<file path="config.mk">
export PLATFORM = sky130hd
export DESIGN_NAME = mem_bus_arbiter
export DESIGN_NICKNAME = d
export VERILOG_FILES = /design/src/rtl/mem_bus_arbiter.sv
export SDC_FILE = /design/constraint.sdc
export NUM_CORES = 1
export LEC_CHECK = 0
export ABC_AREA = 1
export CAP_MARGIN = 30
export CORE_UTILIZATION = 45
export CTS_BUF_LIST = sky130_fd_sc_hd__clkbuf_4 sky130_fd_sc_hd__clkbuf_8
export DETAILED_ROUTE_END_ITERATION = 8
export GPL_TIMING_DRIVEN = 0
export PLACE_DENSITY = 0.83
export SLEW_MARGIN = 10
export SYNTH_ARGS = -nofsm -noshare
export SYNTH_HDL_FRONTEND = slang
export SYNTH_SLANG_ARGS = --single-unit
</file>
<file path="constraint.sdc">
create_clock -name clk -period 3.8 [get_ports clk]
set_input_delay 0.95 -clock clk [delete_from_list [all_inputs] [get_ports clk]]
set_output_delay 0.95 -clock clk [all_outputs]
set_load 0.005 [all_outputs]
</file>
<file path="src/rtl/mem_bus_arbiter.sv">
// Two-master memory bus arbiter: one transaction at a time, fixed memory
// latency, round-robin priority between the CPU core (m0) and the
// loader/DMA engine (m1), with an optional bus lock that lets the owner
// run read-modify-write sequences without interruption.
module mem_bus_arbiter #(
  parameter int ADDR_W  = 13,
  parameter int DATA_W  = 8,
  parameter int MEM_LAT = 1
) (
  input  logic              clk,
  input  logic              reset,
  input  logic              m0_req,
  input  logic              m0_rd,
  input  logic              m0_wr,
  input  logic              m0_lock,
  input  logic [ADDR_W-1:0] m0_addr,
  input  logic [DATA_W-1:0] m0_wdata,
  output logic              m0_gnt,
  output logic              m0_ack,
  input  logic              m1_req,
  input  logic              m1_rd,
  input  logic              m1_wr,
  input  logic              m1_lock,
  input  logic [ADDR_W-1:0] m1_addr,
  input  logic [DATA_W-1:0] m1_wdata,
  output logic              m1_gnt,
  output logic              m1_ack,
  output logic [DATA_W-1:0] rdata,
  output logic              mem_rd,
  output logic              mem_wr,
  output logic [ADDR_W-1:0] mem_addr,
  output logic [DATA_W-1:0] mem_wdata,
  input  logic [DATA_W-1:0] mem_rdata,
  output logic              busy
);

  typedef enum logic [1:0] {
    IDLE   = 2'd0,
    ACCESS = 2'd1,
    DONE   = 2'd2
  } state_t;

  // The counter is loaded with MEM_LAT-1 so the strobe lasts MEM_LAT cycles.
  localparam logic [3:0] LAT_INIT = 4'(MEM_LAT - 1);

  state_t state_q, state_d;
  logic [3:0] cnt_q, cnt_d;
  logic fav_q, fav_d;
  logic lock_valid_q, lock_valid_d;
  logic lock_owner_q, lock_owner_d;
  logic winner_q, winner_d;
  logic wr_op_q, wr_op_d;

  logic m0_gnt_d, m1_gnt_d, m0_ack_d, m1_ack_d;
  logic mem_rd_d, mem_wr_d, busy_d;
  logic [ADDR_W-1:0] mem_addr_d;
  logic [DATA_W-1:0] mem_wdata_d, rdata_d;

  logic valid0, valid1, lock_hold, elig0, elig1, win, win_wr;

  // A request counts only when it carries a command. A lock is honoured only
  // while the owner keeps its lock line high, so dropping it frees the bus in
  // the same cycle. With both eligible, the favoured master (fav_q) wins.
  assign valid0    = m0_req & (m0_rd | m0_wr);
  assign valid1    = m1_req & (m1_rd | m1_wr);
  assign lock_hold = lock_valid_q & (lock_owner_q ? m1_lock : m0_lock);
  assign elig0     = valid0 & ~(lock_hold & lock_owner_q);
  assign elig1     = valid1 & ~(lock_hold & ~lock_owner_q);
  assign win       = (elig0 & elig1) ? fav_q : elig1;
  assign win_wr    = win ? m1_wr : m0_wr;

  // Next-state and next-output logic; every register holds unless a state acts on it.
  always_comb begin
    state_d      = state_q;
    cnt_d        = cnt_q;
    fav_d        = fav_q;
    lock_valid_d = lock_valid_q;
    lock_owner_d = lock_owner_q;
    winner_d     = winner_q;
    wr_op_d      = wr_op_q;
    m0_gnt_d     = m0_gnt;
    m1_gnt_d     = m1_gnt;
    m0_ack_d     = m0_ack;
    m1_ack_d     = m1_ack;
    mem_rd_d     = mem_rd;
    mem_wr_d     = mem_wr;
    busy_d       = busy;
    mem_addr_d   = mem_addr;
    mem_wdata_d  = mem_wdata;
    rdata_d      = rdata;

    case (state_q)
      IDLE: begin
        lock_valid_d = lock_hold;
        if (elig0 | elig1) begin
          winner_d    = win;
          wr_op_d     = win_wr;
          m0_gnt_d    = ~win;
          m1_gnt_d    = win;
          busy_d      = 1'b1;
          mem_addr_d  = win ? m1_addr : m0_addr;
          mem_wdata_d = win ? m1_wdata : m0_wdata;
          mem_wr_d    = win_wr;
          mem_rd_d    = ~win_wr;
          cnt_d       = LAT_INIT;
          state_d     = ACCESS;
        end
      end
      ACCESS: begin
        if (cnt_q == 4'd0) begin
          if (!wr_op_q) begin
            rdata_d = mem_rdata;
          end
          mem_rd_d = 1'b0;
          mem_wr_d = 1'b0;
          m0_ack_d = ~winner_q;
          m1_ack_d = winner_q;
          state_d  = DONE;
        end else begin
          cnt_d = cnt_q - 4'd1;
        end
      end
      DONE: begin
        fav_d        = ~winner_q;
        lock_valid_d = winner_q ? m1_lock : m0_lock;
        lock_owner_d = winner_q;
        m0_gnt_d     = 1'b0;
        m1_gnt_d     = 1'b0;
        m0_ack_d     = 1'b0;
        m1_ack_d     = 1'b0;
        busy_d       = 1'b0;
        mem_addr_d   = '0;
        mem_wdata_d  = '0;
        state_d      = IDLE;
      end
      default: begin
        state_d = IDLE;
      end
    endcase
  end

  // State and output registers; a low reset at the edge aborts everything at once.
  always_ff @(posedge clk) begin
    if (!reset) begin
      state_q      <= IDLE;
      cnt_q        <= '0;
      fav_q        <= 1'b0;
      lock_valid_q <= 1'b0;
      lock_owner_q <= 1'b0;
      winner_q     <= 1'b0;
      wr_op_q      <= 1'b0;
      m0_gnt       <= 1'b0;
      m1_gnt       <= 1'b0;
      m0_ack       <= 1'b0;
      m1_ack       <= 1'b0;
      mem_rd       <= 1'b0;
      mem_wr       <= 1'b0;
      busy         <= 1'b0;
      mem_addr     <= '0;
      mem_wdata    <= '0;
      rdata        <= '0;
    end else begin
      state_q      <= state_d;
      cnt_q        <= cnt_d;
      fav_q        <= fav_d;
      lock_valid_q <= lock_valid_d;
      lock_owner_q <= lock_owner_d;
      winner_q     <= winner_d;
      wr_op_q      <= wr_op_d;
      m0_gnt       <= m0_gnt_d;
      m1_gnt       <= m1_gnt_d;
      m0_ack       <= m0_ack_d;
      m1_ack       <= m1_ack_d;
      mem_rd       <= mem_rd_d;
      mem_wr       <= mem_wr_d;
      busy         <= busy_d;
      mem_addr     <= mem_addr_d;
      mem_wdata    <= mem_wdata_d;
      rdata        <= rdata_d;
    end
  end

endmodule
</file>
==> flow_summary.toml, run 1 <==
[timing]
fmax_ghz = 0.463
period_minus_slack_ps = 2160
slew_headroom_pct = 67.7
setup_viol = 0
setup_tns_ps = 0
slew_viol_final = 0
hold_viol = 0
tightestPinTransition_ps = 484
min_period_over_period_pct = 56.9
fin_skew_ps = 8.51
rsz0062_at_grt = "false"

[worst_setup_path]
end_kind = "flop"
cp.required_ps = 4000
cp_max_fo = 10
crit_arrival_ps = 2360
crit_path_start_kind = "input pin"
crit_type = "input pin to flop"

[routing]
viasPerCell = 4.86
dr.first_iter.drc_count = 144
wire_per_inst_um = 11.9
routed_wl_um = 6380
vias = 2608
drc = 0
firstDrtPassIters = 4
antenna_left = 0

[clocking]
tritoncts = "done"
htreeDepth = 2
numCtsBuffers = 5
cts_resized = 0
cts_root_buf = "clkbuf_8"
post-cts-setup-buffer-count = 0
cts_hold_buf = 0
clk_latency_ps = 300
path_clk_slew_ps = 90
cts_sinks = 47
clock_path_buffers = 2

[synth]
postSynthNetCount = 425
avgSynthCellArea_um2 = 7.01
yosys_warnings = 0
synth.top_cell.area_share_pct = 37.0
yosys_most_used_dff = "dfxtp_1"
ys_seq_elements = 47
syn_area_um2 = 2540
synthCells = 363
yosys.cell_types.count = 27
ys_top_cells_by_area = "dfxtp_1 37%, nand2_1 10%, nor2_1 9.9%"
yosysTopAreaCell = "dfxtp_1"
ys_seq_area_share_pct = 37.0
ys_async_sr_fraction_pct = 0
synth_edf_count = 0

[cells_and_area]
syn_to_final_growth_pct = 44.4
fin_nets = 526
final_cell_mix = "94 x clkdlybuf4s50_1, 70 x nand2_1, 67 x nor2_1"
diodes = 0
layoutNonFillerInstCount = 537
final_common_cell = "clkdlybuf4s50_1"
post_route_cells_drive_above_1_share_pct = 14.2

[pwr]
power_density_nw_per_um2 = 411
p_sw_w = 0.000493
p_clk_share_pct = 21.5
power_frac_comb_pct = 38.2
ir_drop_uv = 207
swShare_pct = 32.6
intPower_w = 0.00102
p_leak_nw = 1.65
p_seq_share_pct = 40.3

[die]
row_count = 27
dieWidth_um = 77.2
fp.dieH_um = 77.2
start_util_pct = 46.5
core_area_um2 = 5470
boundaryPins = 96
fp.dieArea_um2 = 5960

[min_path]
hp-class = "flop to flop"

[place]
io_buffers = 94
gp_congestion = 0.839
hpwl_um = 4660
dp_cells = 529

[global_route]
track_usage_pct = 21.4
overflow = 0
antenna_found_initial = 0
grt_pass1_vias = 2351
grt_pass1_wl_um = 10300
grt_start_max_net_pins = 16

[run_status]
outcome = "completed"

[flow_run]
drv_cap = 0
## metrics by stage
stage	area (um2)	setup WS, ps	hold slack, ps	total power (W)	utilization, %
finish	3670	1640	469	0.00151	67.1
global route	3670	1530	492	0.00161	67.1
CTS	3670	1650	472	0.00152	67.1
detailed placement	3570	1340	458	0.00119	65.3
global placement	3570	1360	454	0.00118	65.3
floorplan	2540	2020	441	0.000943	-
## power groups by stage
stage          sequential [W]  combinational, W  clock (W)
2_1_floorplan        0.000621          0.000322          0
3_3_place_gp         0.000619          0.000565          0
3_5_place_dp         0.000619          0.000574          0
4_1_cts              0.000609          0.000582   0.000329
5_1_grt              0.000619          0.000637   0.000355
6_report             0.000609          0.000577   0.000324
## worst paths after layout
path,startpoint,end,slack [ps],cells past startpoint
max,m1_lock,mem_addr[7],1640,9
min,busy,busy,470,2
max reg2reg,cnt_q[0],rdata[6],2280,9
min reg2reg,busy,busy,470,2
## area by class of cell
class                      instances  area, um2
clock buffer                       6       82.6
timing repair buffer              94        941
multi-input combinational        255       1320
clock inverter                     2       16.3
sequential                        47        941
fill                             483       1800
tap                               72       90.1
buffer                            21        134
inverter                          40        150
## sequential cells by signal, indices dropped and copies added, names as in the netlist
| name | cells |
|---|---|
| mem_addr | 13 |
| mem_wdata | 8 |
| rdata | 8 |
| cnt_q | 4 |
| state_q | 2 |
| busy | 1 |
| fav_q | 1 |
| lock_owner_q | 1 |
| lock_valid_q | 1 |
| m0_ack | 1 |
| m0_gnt | 1 |
| m1_ack | 1 |
| m1_gnt | 1 |
| mem_rd | 1 |
| mem_wr | 1 |
| winner_q | 1 |
| wr_op_q | 1 |
## cells in the mapped netlist, drive strengths merged (4+ instances only)
library cell   n
nand3         16
a21oi         10
inv           40
nand4         23
nand3b        21
buf           17
nand2         75
clkbuf         4
o21ai          9
dfxtp         47
nor2          93
## worst max-delay path, cell delays in order
cell	delay (ps)
clkdlybuf4s50_1	520
nand3_1	150
nand3_2	180
nand2_4	70
nand2_2	100
buf_6	180
nor2_2	50
nor2_1	110
nor2_1	50
## cell families after synthesis
kind of cell               synth area share (%)
and+or+nand+nor                            45.1
DFF                                        37.0
xor gates and xnor gates                  0.689
adders and majority gates                 0.984
AOI/OAI and AO/OA                          5.07
buffers and inverters                      11.2
## layer usage
metal | global-route usage, % | vias up | share of wire (%)
met5 | 0 | - | 0
met4 | 6.42 | 0 | 1.3
met3 | 6.79 | 9 | 7.7
met2 | 36.1 | 88 | 47
met1 | 25.7 | 1159 | 44
li1 | - | 1352 | -
Note: power is estimated with default switching activity, not from simulation.
==> run 2: changes to the inputs <==
==> constraint.sdc (replaced) <==
create_clock -name clk -period 2 [get_ports clk]
set_input_delay 0.5 -clock clk [delete_from_list [all_inputs] [get_ports clk]]
set_output_delay 0.5 -clock clk [all_outputs]
set_load 0.005 [all_outputs]
==> results of run 2 <==
The final DEF is identical to that of run 1. Status: completed.
Among the figures that moved: setup slack after placement 1340 ps -> -11.3 ps; setup slack after layout 1640 ps -> 288 ps; register-to-register setup slack 2280 ps -> 480 ps; total power 0.00151 W -> 0.00287 W; worst IR drop on VDD 207 uV -> 392 uV
